$ cat src/rtl/ace_snoop_initiator.sv
// Interconnect-side ACE snoop issuer: one blocking snoop at a time over AC/CR/CD,
// returning the CR response, the assembled CD line and an error summary.
module ace_snoop_initiator #(
    parameter int AddrWidth     = 64,
    parameter int DataWidth     = 64,
    parameter int LineWidth     = 512,
    parameter int TimeoutCycles = 1024
) (
    input  logic                 clk_i,
    input  logic                 rst_ni,
    input  logic                 req_valid_i,
    output logic                 req_ready_o,
    input  logic [AddrWidth-1:0] req_addr_i,
    input  logic [3:0]           req_snoop_i,
    output logic                 ac_valid_o,
    input  logic                 ac_ready_i,
    output logic [AddrWidth-1:0] ac_addr_o,
    output logic [3:0]           ac_snoop_o,
    output logic [2:0]           ac_prot_o,
    input  logic                 cr_valid_i,
    output logic                 cr_ready_o,
    input  logic [4:0]           cr_resp_i,
    input  logic                 cd_valid_i,
    output logic                 cd_ready_o,
    input  logic [DataWidth-1:0] cd_data_i,
    input  logic                 cd_last_i,
    output logic                 rsp_valid_o,
    input  logic                 rsp_ready_i,
    output logic [4:0]           rsp_resp_o,
    output logic [LineWidth-1:0] rsp_data_o,
    output logic                 rsp_error_o,
    output logic                 busy_o
);

    localparam int CdBeats = LineWidth / DataWidth;
    localparam int OffBits = $clog2(LineWidth / 8);
    localparam int BeatW   = $clog2(CdBeats);
    localparam int TmoW    = (TimeoutCycles > 0) ? $clog2(TimeoutCycles + 1) : 1;
    localparam logic [BeatW-1:0]     LastBeat = BeatW'(CdBeats - 1);
    localparam logic [AddrWidth-1:0] OffMask  = {{(AddrWidth-OffBits){1'b0}}, {OffBits{1'b1}}};

    typedef enum logic [2:0] {
        ST_IDLE    = 3'd0,
        ST_SEND_AC = 3'd1,
        ST_WAIT_CR = 3'd2,
        ST_RECV_CD = 3'd3,
        ST_RESP    = 3'd4
    } state_e;

    state_e                r_state;
    state_e                w_state_nxt;
    logic                  r_req_ready;
    logic                  r_ac_valid;
    logic                  r_cr_ready;
    logic                  r_cd_ready;
    logic                  r_rsp_valid;
    logic                  r_busy;
    logic [AddrWidth-1:0]  r_ac_addr;
    logic [3:0]            r_ac_snoop;
    logic [4:0]            r_rsp_resp;
    logic [LineWidth-1:0]  r_rsp_data;
    logic                  r_rsp_error;
    logic [BeatW-1:0]      r_beat_cnt;
    logic [TmoW-1:0]       r_tmo_cnt;

    logic w_req_hs;
    logic w_ac_hs;
    logic w_cr_hs;
    logic w_cd_hs;
    logic w_rsp_hs;
    logic w_tmo_hit;
    logic w_cd_last_bad;

    function automatic logic [AddrWidth-1:0] line_align(input logic [AddrWidth-1:0] addr);
        line_align = addr & ~OffMask;
    endfunction

    // Handshake strobes use the registered ready/valid flags, so nothing is accepted during reset.
    assign w_req_hs  = r_req_ready & req_valid_i;
    assign w_ac_hs   = r_ac_valid & ac_ready_i;
    assign w_cr_hs   = r_cr_ready & cr_valid_i;
    assign w_cd_hs   = r_cd_ready & cd_valid_i;
    assign w_rsp_hs  = r_rsp_valid & rsp_ready_i;
    assign w_tmo_hit = (TimeoutCycles > 0) && ((int'(r_tmo_cnt) + 1) >= TimeoutCycles);
    assign w_cd_last_bad = (r_beat_cnt == LastBeat) ? ~cd_last_i : cd_last_i;

    // Next-state logic for the snoop sequence.
    always_comb begin
        w_state_nxt = r_state;
        case (r_state)
            ST_IDLE: begin
                if (w_req_hs) w_state_nxt = ST_SEND_AC;
                else          w_state_nxt = ST_IDLE;
            end
            ST_SEND_AC: begin
                if (w_ac_hs) w_state_nxt = ST_WAIT_CR;
                else         w_state_nxt = ST_SEND_AC;
            end
            ST_WAIT_CR: begin
                if (w_cr_hs)        w_state_nxt = cr_resp_i[0] ? ST_RECV_CD : ST_RESP;
                else if (w_tmo_hit) w_state_nxt = ST_RESP;
                else                w_state_nxt = ST_WAIT_CR;
            end
            ST_RECV_CD: begin
                if (w_cd_hs)        w_state_nxt = (r_beat_cnt == LastBeat) ? ST_RESP : ST_RECV_CD;
                else if (w_tmo_hit) w_state_nxt = ST_RESP;
                else                w_state_nxt = ST_RECV_CD;
            end
            ST_RESP: begin
                if (w_rsp_hs) w_state_nxt = ST_IDLE;
                else          w_state_nxt = ST_RESP;
            end
            default: w_state_nxt = ST_IDLE;
        endcase
    end

    // State register plus handshake flags decoded from the next state so they are registered.
    always_ff @(posedge clk_i) begin
        if (!rst_ni) begin
            r_state     <= ST_IDLE;
            r_req_ready <= 1'b0;
            r_ac_valid  <= 1'b0;
            r_cr_ready  <= 1'b0;
            r_cd_ready  <= 1'b0;
            r_rsp_valid <= 1'b0;
            r_busy      <= 1'b0;
        end else begin
            r_state     <= w_state_nxt;
            r_req_ready <= (w_state_nxt == ST_IDLE);
            r_ac_valid  <= (w_state_nxt == ST_SEND_AC);
            r_cr_ready  <= (w_state_nxt == ST_WAIT_CR);
            r_cd_ready  <= (w_state_nxt == ST_RECV_CD);
            r_rsp_valid <= (w_state_nxt == ST_RESP);
            r_busy      <= (w_state_nxt != ST_IDLE);
        end
    end

    // Command capture, CR/CD collection, beat and timeout counters.
    always_ff @(posedge clk_i) begin
        if (!rst_ni) begin
            r_ac_addr   <= '0;
            r_ac_snoop  <= 4'd0;
            r_rsp_resp  <= 5'd0;
            r_rsp_data  <= '0;
            r_rsp_error <= 1'b0;
            r_beat_cnt  <= '0;
            r_tmo_cnt   <= '0;
        end else begin
            case (r_state)
                ST_IDLE: begin
                    if (w_req_hs) begin
                        r_ac_addr   <= line_align(req_addr_i);
                        r_ac_snoop  <= req_snoop_i;
                        r_rsp_resp  <= 5'd0;
                        r_rsp_data  <= '0;
                        r_rsp_error <= 1'b0;
                        r_beat_cnt  <= '0;
                        r_tmo_cnt   <= '0;
                    end
                end
                ST_WAIT_CR: begin
                    if (w_cr_hs) begin
                        r_rsp_resp  <= cr_resp_i;
                        r_rsp_error <= r_rsp_error | cr_resp_i[1];
                        r_tmo_cnt   <= '0;
                    end else begin
                        r_tmo_cnt <= r_tmo_cnt + TmoW'(1);
                        if (w_tmo_hit) r_rsp_error <= 1'b1;
                    end
                end
                ST_RECV_CD: begin
                    if (w_cd_hs) begin
                        for (int k = 0; k < CdBeats; k++) begin
                            if (r_beat_cnt == BeatW'(k)) r_rsp_data[k*DataWidth +: DataWidth] <= cd_data_i;
                        end
                        r_beat_cnt  <= r_beat_cnt + BeatW'(1);
                        r_tmo_cnt   <= '0;
                        r_rsp_error <= r_rsp_error | w_cd_last_bad;
                    end else begin
                        r_tmo_cnt <= r_tmo_cnt + TmoW'(1);
                        if (w_tmo_hit) r_rsp_error <= 1'b1;
                    end
                end
                default: begin
                    r_tmo_cnt <= r_tmo_cnt;
                end
            endcase
        end
    end

    assign req_ready_o = r_req_ready;
    assign ac_valid_o  = r_ac_valid;
    assign ac_addr_o   = r_ac_addr;
    assign ac_snoop_o  = r_ac_snoop;
    assign ac_prot_o   = 3'b000;
    assign cr_ready_o  = r_cr_ready;
    assign cd_ready_o  = r_cd_ready;
    assign rsp_valid_o = r_rsp_valid;
    assign rsp_resp_o  = r_rsp_resp;
    assign rsp_data_o  = r_rsp_data;
    assign rsp_error_o = r_rsp_error;
    assign busy_o      = r_busy;

endmodule
$ cat config.mk
export PLATFORM = sky130hd
export DESIGN_NAME = ace_snoop_initiator
export DESIGN_NICKNAME = d
export VERILOG_FILES = /design/src/rtl/ace_snoop_initiator.sv
export SDC_FILE = /design/constraint.sdc
export NUM_CORES = 1
export LEC_CHECK = 0
export BUFFER_PORTS_ARGS = -buffer_cell sky130_fd_sc_hd__buf_4
export CORE_AREA = 8 8 279 281
export DETAILED_ROUTE_END_ITERATION = 10
export DIE_AREA = 0 0 287 289
export GPL_TIMING_DRIVEN = 0
export PLACE_DENSITY_LB_ADDON = 0.05
export SLEW_MARGIN = 20
export SYNTH_ARGS = -nofsm -noshare
export SYNTH_HDL_FRONTEND = slang
export SYNTH_SLANG_ARGS = --single-unit
$ cat constraint.sdc
create_clock -name clk_i -period 3.8 [get_ports clk_i]
set_input_delay 0.38 -clock clk_i [delete_from_list [all_inputs] [get_ports clk_i]]
set_output_delay 0.38 -clock clk_i [all_outputs]
set_load 0.02 [all_outputs]
# Word-level counts from Yosys, hierarchy flattened
# Index checks and enable logic that the tools add are counted.
# Widths: inputs -> output; s select.
[word_totals]
regBits = 603
latch_bits = 0
ramBits = 0
mem_bits_ro = 0
input_bits = 145
out_inout_bits = 595
memories = 0
[op_classes]
n_addsub = 3
mul = 0
n_div = 0
order_cmp = 1
eq_ne = 26
shift = 0
mux = 37
n_bitwise = 8
n_reduce_logical = 19
[op_table]
columns = ["cell", "n"]
rows = [
  ["$mux 512", 2],
  ["$pmux 512 s2", 1],
  ["$mux 64", 8],
  ["$mux 11", 3],
  ["$pmux 11 s3", 1],
  ["$reduce_and 4->1", 8],
  ["$mux 3", 9],
  ["$ne 2x2->1 const B", 11],
  ["$eq 3x2->1 const B", 6],
  ["$eq 3x3->1 const B", 6],
  ["$pmux 3 s5", 1],
  ["$add 11x1->12 const B", 1],
  ["$ge 12x11->1 const B", 1],
  ["$add 11x1->11 const B", 1],
  ["$mux 5", 2],
  ["$pmux 5 s2", 1],
  ["$eq 3x1->1 const B", 3],
  ["$logic_not 3->1", 3],
  ["$mux 1", 6],
  ["$pmux 3 s2", 1],
  ["$reduce_and 3->1", 2],
  ["$reduce_bool 3->1", 2],
  ["$and 1x1->1", 5],
  ["$reduce_and 2->1", 2],
  ["6 further kinds", 8],
]

# Depth between registers and ports, before layout
[depth]
ltp_word = 6
depth_mapped = 8
mapped_depth_nobuf = 7

# Least setup slack after synthesis
# Ideal clock, no wire load.
[synth_timing]
path_type = "register -> register"
from = "reg r_cd_ready, in the netlist cd_ready_o"
to = "reg r_tmo_cnt[7]"
arrival_ps = 1812
t_required_ps = 3672
path_slack_ps = 1861
stages_incl_launch_ff = 8
n_path_buf = 2
path_cell_list = "dfxtp_1 clkbuf_1 nand2_1 a22oi_2 buf_2 o21ai_0 a21oi_1 nor2_1"
[synth_via]
elab_chain_cells = 3
[synth_lines]
columns = ["element", "line", "text"]
rows = [
  ["start: declaration", "55", "logic r_cd_ready;"],
  ["start signal: assignment", "132", "r_cd_ready <= (w_state_nxt == ST_RECV_CD);"],
  ["$and 1x1->1", "82", "assign w_cd_hs = r_cd_ready & cd_valid_i;"],
  ["$mux 11", "172", "if (w_cd_hs) begin"],
  ["$pmux 11 s3", "149", "case (r_state)"],
  ["end signal: assignment", "167", "r_tmo_cnt <= r_tmo_cnt + TmoW'(1);"],
  ["end signal: assignment", "180", "r_tmo_cnt <= r_tmo_cnt + TmoW'(1);"],
  ["end signal: assignment", "185", "r_tmo_cnt <= r_tmo_cnt;"],
  ["end: declaration", "64", "logic [TmoW-1:0] r_tmo_cnt;"],
]
# No other way between the ends.
# A chain may end at the register's enable or synchronous reset.

# Final worst setup path
[layout_timing]
from = "reg r_state[1]"
to = "reg r_rsp_data[301], in the netlist rsp_data_o[301]"
[layout_via]
elab_chain_cells = 3
word_cells_on_any_way = 8
cone_classes = "4 x eq/ne; 1 x mux; 3 x reduce/logical"
[layout_lines]
columns = ["element", "line", "text"]
rows = [
  ["start: declaration", "50", "state_e r_state;"],
  ["start signal: assignment", "128", "r_state <= w_state_nxt;"],
  ["$eq 3x2->1 / $logic_not 3->1 (equally long branches)", "149", ""],
  ["$ne 2x2->1 (no line) / $reduce_bool 2->1 (equally long branches)", "-", ""],
  ["$reduce_and 4->1 (no line)", "-", ""],
  ["end signal: indexed assignment", "174", "if (r_beat_cnt == BeatW'(k)) r_rsp_data[k*DataWidth +: DataWidth] <= cd_data_i;"],
  ["end: declaration", "61", "logic [LineWidth-1:0] r_rsp_data;"],
]
# Several ways; a longest one is shown, not always the timed one.

==> run_results.csv <==
group,metric,value,unit
placed_design,placed_cells,4094,
clocking,cts_resized,0,
yosys,synthCells,2393,
route,postRouteWirelength,108,mm
timing,setup_tns,0,ns
timing,rsz0062_at_grt,"no",
worst_setup_path,ff2ff_path_depth,8,
yosys,avgSynthCellArea,8.92,µm²
route,viasPerCell,5.01,
placed_design,place_ws,0.601,ns
yosys,netlist.area_leader.share,56.6,%
worst_setup_path,crit_buf_inv,3,
worst_setup_path,cp.arrival,3.72,ns
floorplanning,die-area,0.0829,mm²
global_route,antenna_found_initial,6,
yosys,synth_edf_count,0,
global_route,grt_pass1_vias,20700,
final_layout,nets,3376,
route,post-route-drc-count,0,
floorplanning,initial_core_util,29.0,%
global_route,grt_max_degree,15,
route,wl_per_cell,25.5,µm
hold_path,hold_path_depth,3,
power,switching_share,26.8,%
timing,post-route-min-period,3.21,ns
yosys,synth_top_area_cell,"dfxtp_1",
timing,drv_slew,0,
route,drt_iter0_drc,1554,
route,ant_nets,0,
global_route,grt_usage,24.5,%
power,p_sw,3.99,mW
power,p_seq_share,43.0,%
yosys,synthArstFlopShare,0,%
flow_run,max_cap_violations,0,
power,p_clk_share,46.5,%
clocking,cts_buffers,69,
global_route,grt_util_met3,8.13,%
placed_design,place_congestion,0.856,
worst_setup_path,cp-start-kind,"flop",
yosys,ys_warn_count,0,
clocking,cts_num_sinks,603,
timing,whs,0.0422,ns
global_route,grt_pass1_wl,150,mm
power,p_leak,12.7,nW
clocking,htreeDepth,3,
yosys,ys_ff_latch,603,
yosys,yosysUniqueCellTypes,47,
clocking,cts-root-buf,"clkbuf_16",
placed_design,place.detailed.hpwl,81.6,mm
clocking,hold_buffers,28,
global_route,grt_overflow_total,0,
floorplanning,core-area,0.0736,mm²
timing,finalCritPeriodShare,84.4,%
clocking,path_clk_slew,0.06,ns
power,peakVddDrop,0.296,mV
power,powerDensity,484,mW/mm²
worst_setup_path,max_stage_delay,0.80,ns
global_route,gr-usage-met1,29.2,%
timing,fmax,312,MHz
outcome,run_status,"finished, final reports clean",
worst_setup_path,crit_family,"buffers and inverters",
placed_design,portBuffers,723,
hold_path,min_path_type,"in -> reg",
yosys,synth_most_common_cell,"dfxtp_1",
worst_setup_path,end_kind,"flop",
final_layout,area_growth,43.7,%
yosys,synthesis.area,0.0213,mm²
global_route,grt.busiest_layer,"met2",
timing,clock_skew,0.0148,ns
power,p_int,10.9,mW
floorplanning,fp-row-count,100,
timing,slew_headroom,28.2,%
worst_setup_path,crit_slowest_cell,"nand2_1",
route,first_pass_iters,5,
worst_setup_path,cp_cell_sequence,"and3b_1 -> clkbuf_1 -> buf_4 -> a21oi_1 -> nand2_1 -> buf_2 -> a22oi_1 -> nor2_1",
yosys,synth_common_cells,"603 x dfxtp_1, 472 x nor2_1, 450 x a22oi_1, 277 x nand2_1, 151 x a21oi_1",
power,p_comb_share,10.5,%
final_layout,num-fill-cells,7532,
floorplanning,pin_count,740,
clocking,clock_path_buffers,3,
floorplanning,die_y,289,µm
worst_setup_path,critPathKind,"reg -> reg",
final_layout,fin_cells,4251,
clocking,cts_setup_buffers,0,
timing,fin_ws,0.592,ns
timing,finalSetupViolations,0,
global_route,grt_use_met2,40.6,%
floorplanning,die_w,287,µm
timing,hold_viol,0,
yosys,synthFlopType,"dfxtp_1",
timing,tightest_slew,1.07,ns
clocking,insertion_delay,0.60,ns
route,dr_total_vias,21300,
yosys,yosysSeqAreaShare,56.6,%
yosys,yosys-top-cells-area,"dfxtp_1 57%, a22oi_1 16%, nor2_1 8.3%",
clocking,cts_tree,"done",
final_layout,drive_above_1_share,29.2,%
worst_setup_path,worst-path-stages,8,
worst_setup_path,cp.required,4.32,ns
worst_setup_path,cp_max_fo,10,
[placed cells by master, fill, tap and decap left out, types with 4 or more instances in the layout]
master,instances
a211oi_1,4
a21oi_1,151
a22oi_1,450
and2_1,64
and3_1,4
buf_1,19
buf_2,98
buf_4,736
bufinv_16,6
clkbuf_1,154
clkbuf_16,71
clkbuf_2,4
clkbuf_8,15
clkinv_2,11
conb_1,9
dfxtp_1,603
diode_2,4
dlygate4sd3_1,28
ha_1,7
inv_1,4
inv_6,5
nand2_1,276
nand2b_1,4
nand3_1,8
nand4_1,8
nor2_1,472
nor3_1,10
nor3b_1,5
o21ai_0,8
[stage by stage]
step / total power [mW] / instance area (µm²) / utilization [%]
floorplan: 7.30 / 21400 / -
global placement: 8.04 / 28000 / 38.1
detailed placement: 8.07 / 28000 / 38.1
CTS: 15.0 / 30700 / 41.7
global route: 15.4 / 30700 / 41.7
finish: 14.9 / 30700 / 41.7
[layer usage]
metal / wire [µm] / share of wire [%] / vias to the layer above
met5: 13 / 0.012 / -
met4: 4320 / 4.0 / 2
met3: 9460 / 8.7 / 169
met2: 50800 / 47 / 856
met1: 43700 / 40 / 10400
li1: - / - / 9886
[flip-flops by register name, summed over array words and instances (netlist names)]
| name | cells |
|---|---|
| ac_valid_o | 1 |
| ac_snoop_o | 4 |
| rsp_resp_o | 5 |
| r_tmo_cnt | 11 |
| rsp_valid_o | 1 |
| busy_o | 1 |
| r_beat_cnt | 3 |
| rsp_data_o | 512 |
| r_state | 3 |
| cd_ready_o | 1 |
| ac_addr_o | 58 |
| req_ready_o | 1 |
| rsp_error_o | 1 |
| cr_ready_o | 1 |
[final cells by class]
| type | count | area, µm² | area share [%] |
|---|---|---|---|
| inverter | 5 | 18.8 | 0.0612 |
| clock inverter | 25 | 302 | 0.983 |
| tap | 969 | 1210 | 3.95 |
| buffer | 274 | 1200 | 3.93 |
| antenna | 4 | 10.0 | 0.0326 |
| clock buffer | 100 | 2040 | 6.64 |
| sequential | 603 | 12100 | 39.4 |
| timing repair buffer | 752 | 5740 | 18.7 |
| multi-input combinational | 1519 | 8090 | 26.4 |
[worst paths after layout]
path	startpoint	endpoint	slack, ns
min	req_addr_i[7]	ac_addr_o[7]	0.04
max	r_state[1]	rsp_data_o[301]	0.59
max reg2reg	r_state[1]	rsp_data_o[301]	0.59
min reg2reg	rsp_data_o[473]	rsp_data_o[473]	0.46
[logic make-up after synthesis]
group                      count (synthesis)  share of synthesized area (%)
AOI/OAI and AO/OA                        634                           20.6
buffers and inverters                    279                           5.71
adders and majority gates                  7                          0.410
muxes                                      1                         0.0528
xor gates and xnor gates                   1                         0.0410
DFF                                      603                           56.6
and+or+nand+nor                          867                           16.6
other                                      1                         0.0176
[worst register-to-register path, stage by stage, from the launching register on]
cell	delay [ns]
dfxtp_1	0.47
and3b_1	0.20
clkbuf_1	0.45
buf_4	0.40
a21oi_1	0.13
nand2_1	0.80
buf_2	0.44
a22oi_1	0.11
nor2_1	0.13
[power groups by stage]
stage | clock (mW) | sequential, mW | combinational (mW)
finish | 6.90 | 6.39 | 1.56
global route | 7.32 | 6.39 | 1.66
CTS | 7.05 | 6.39 | 1.57
detailed placement | 0 | 6.53 | 1.54
global placement | 0 | 6.53 | 1.51
floorplan | 0 | 6.58 | 0.714
Power figures use the tool's default switching activity.
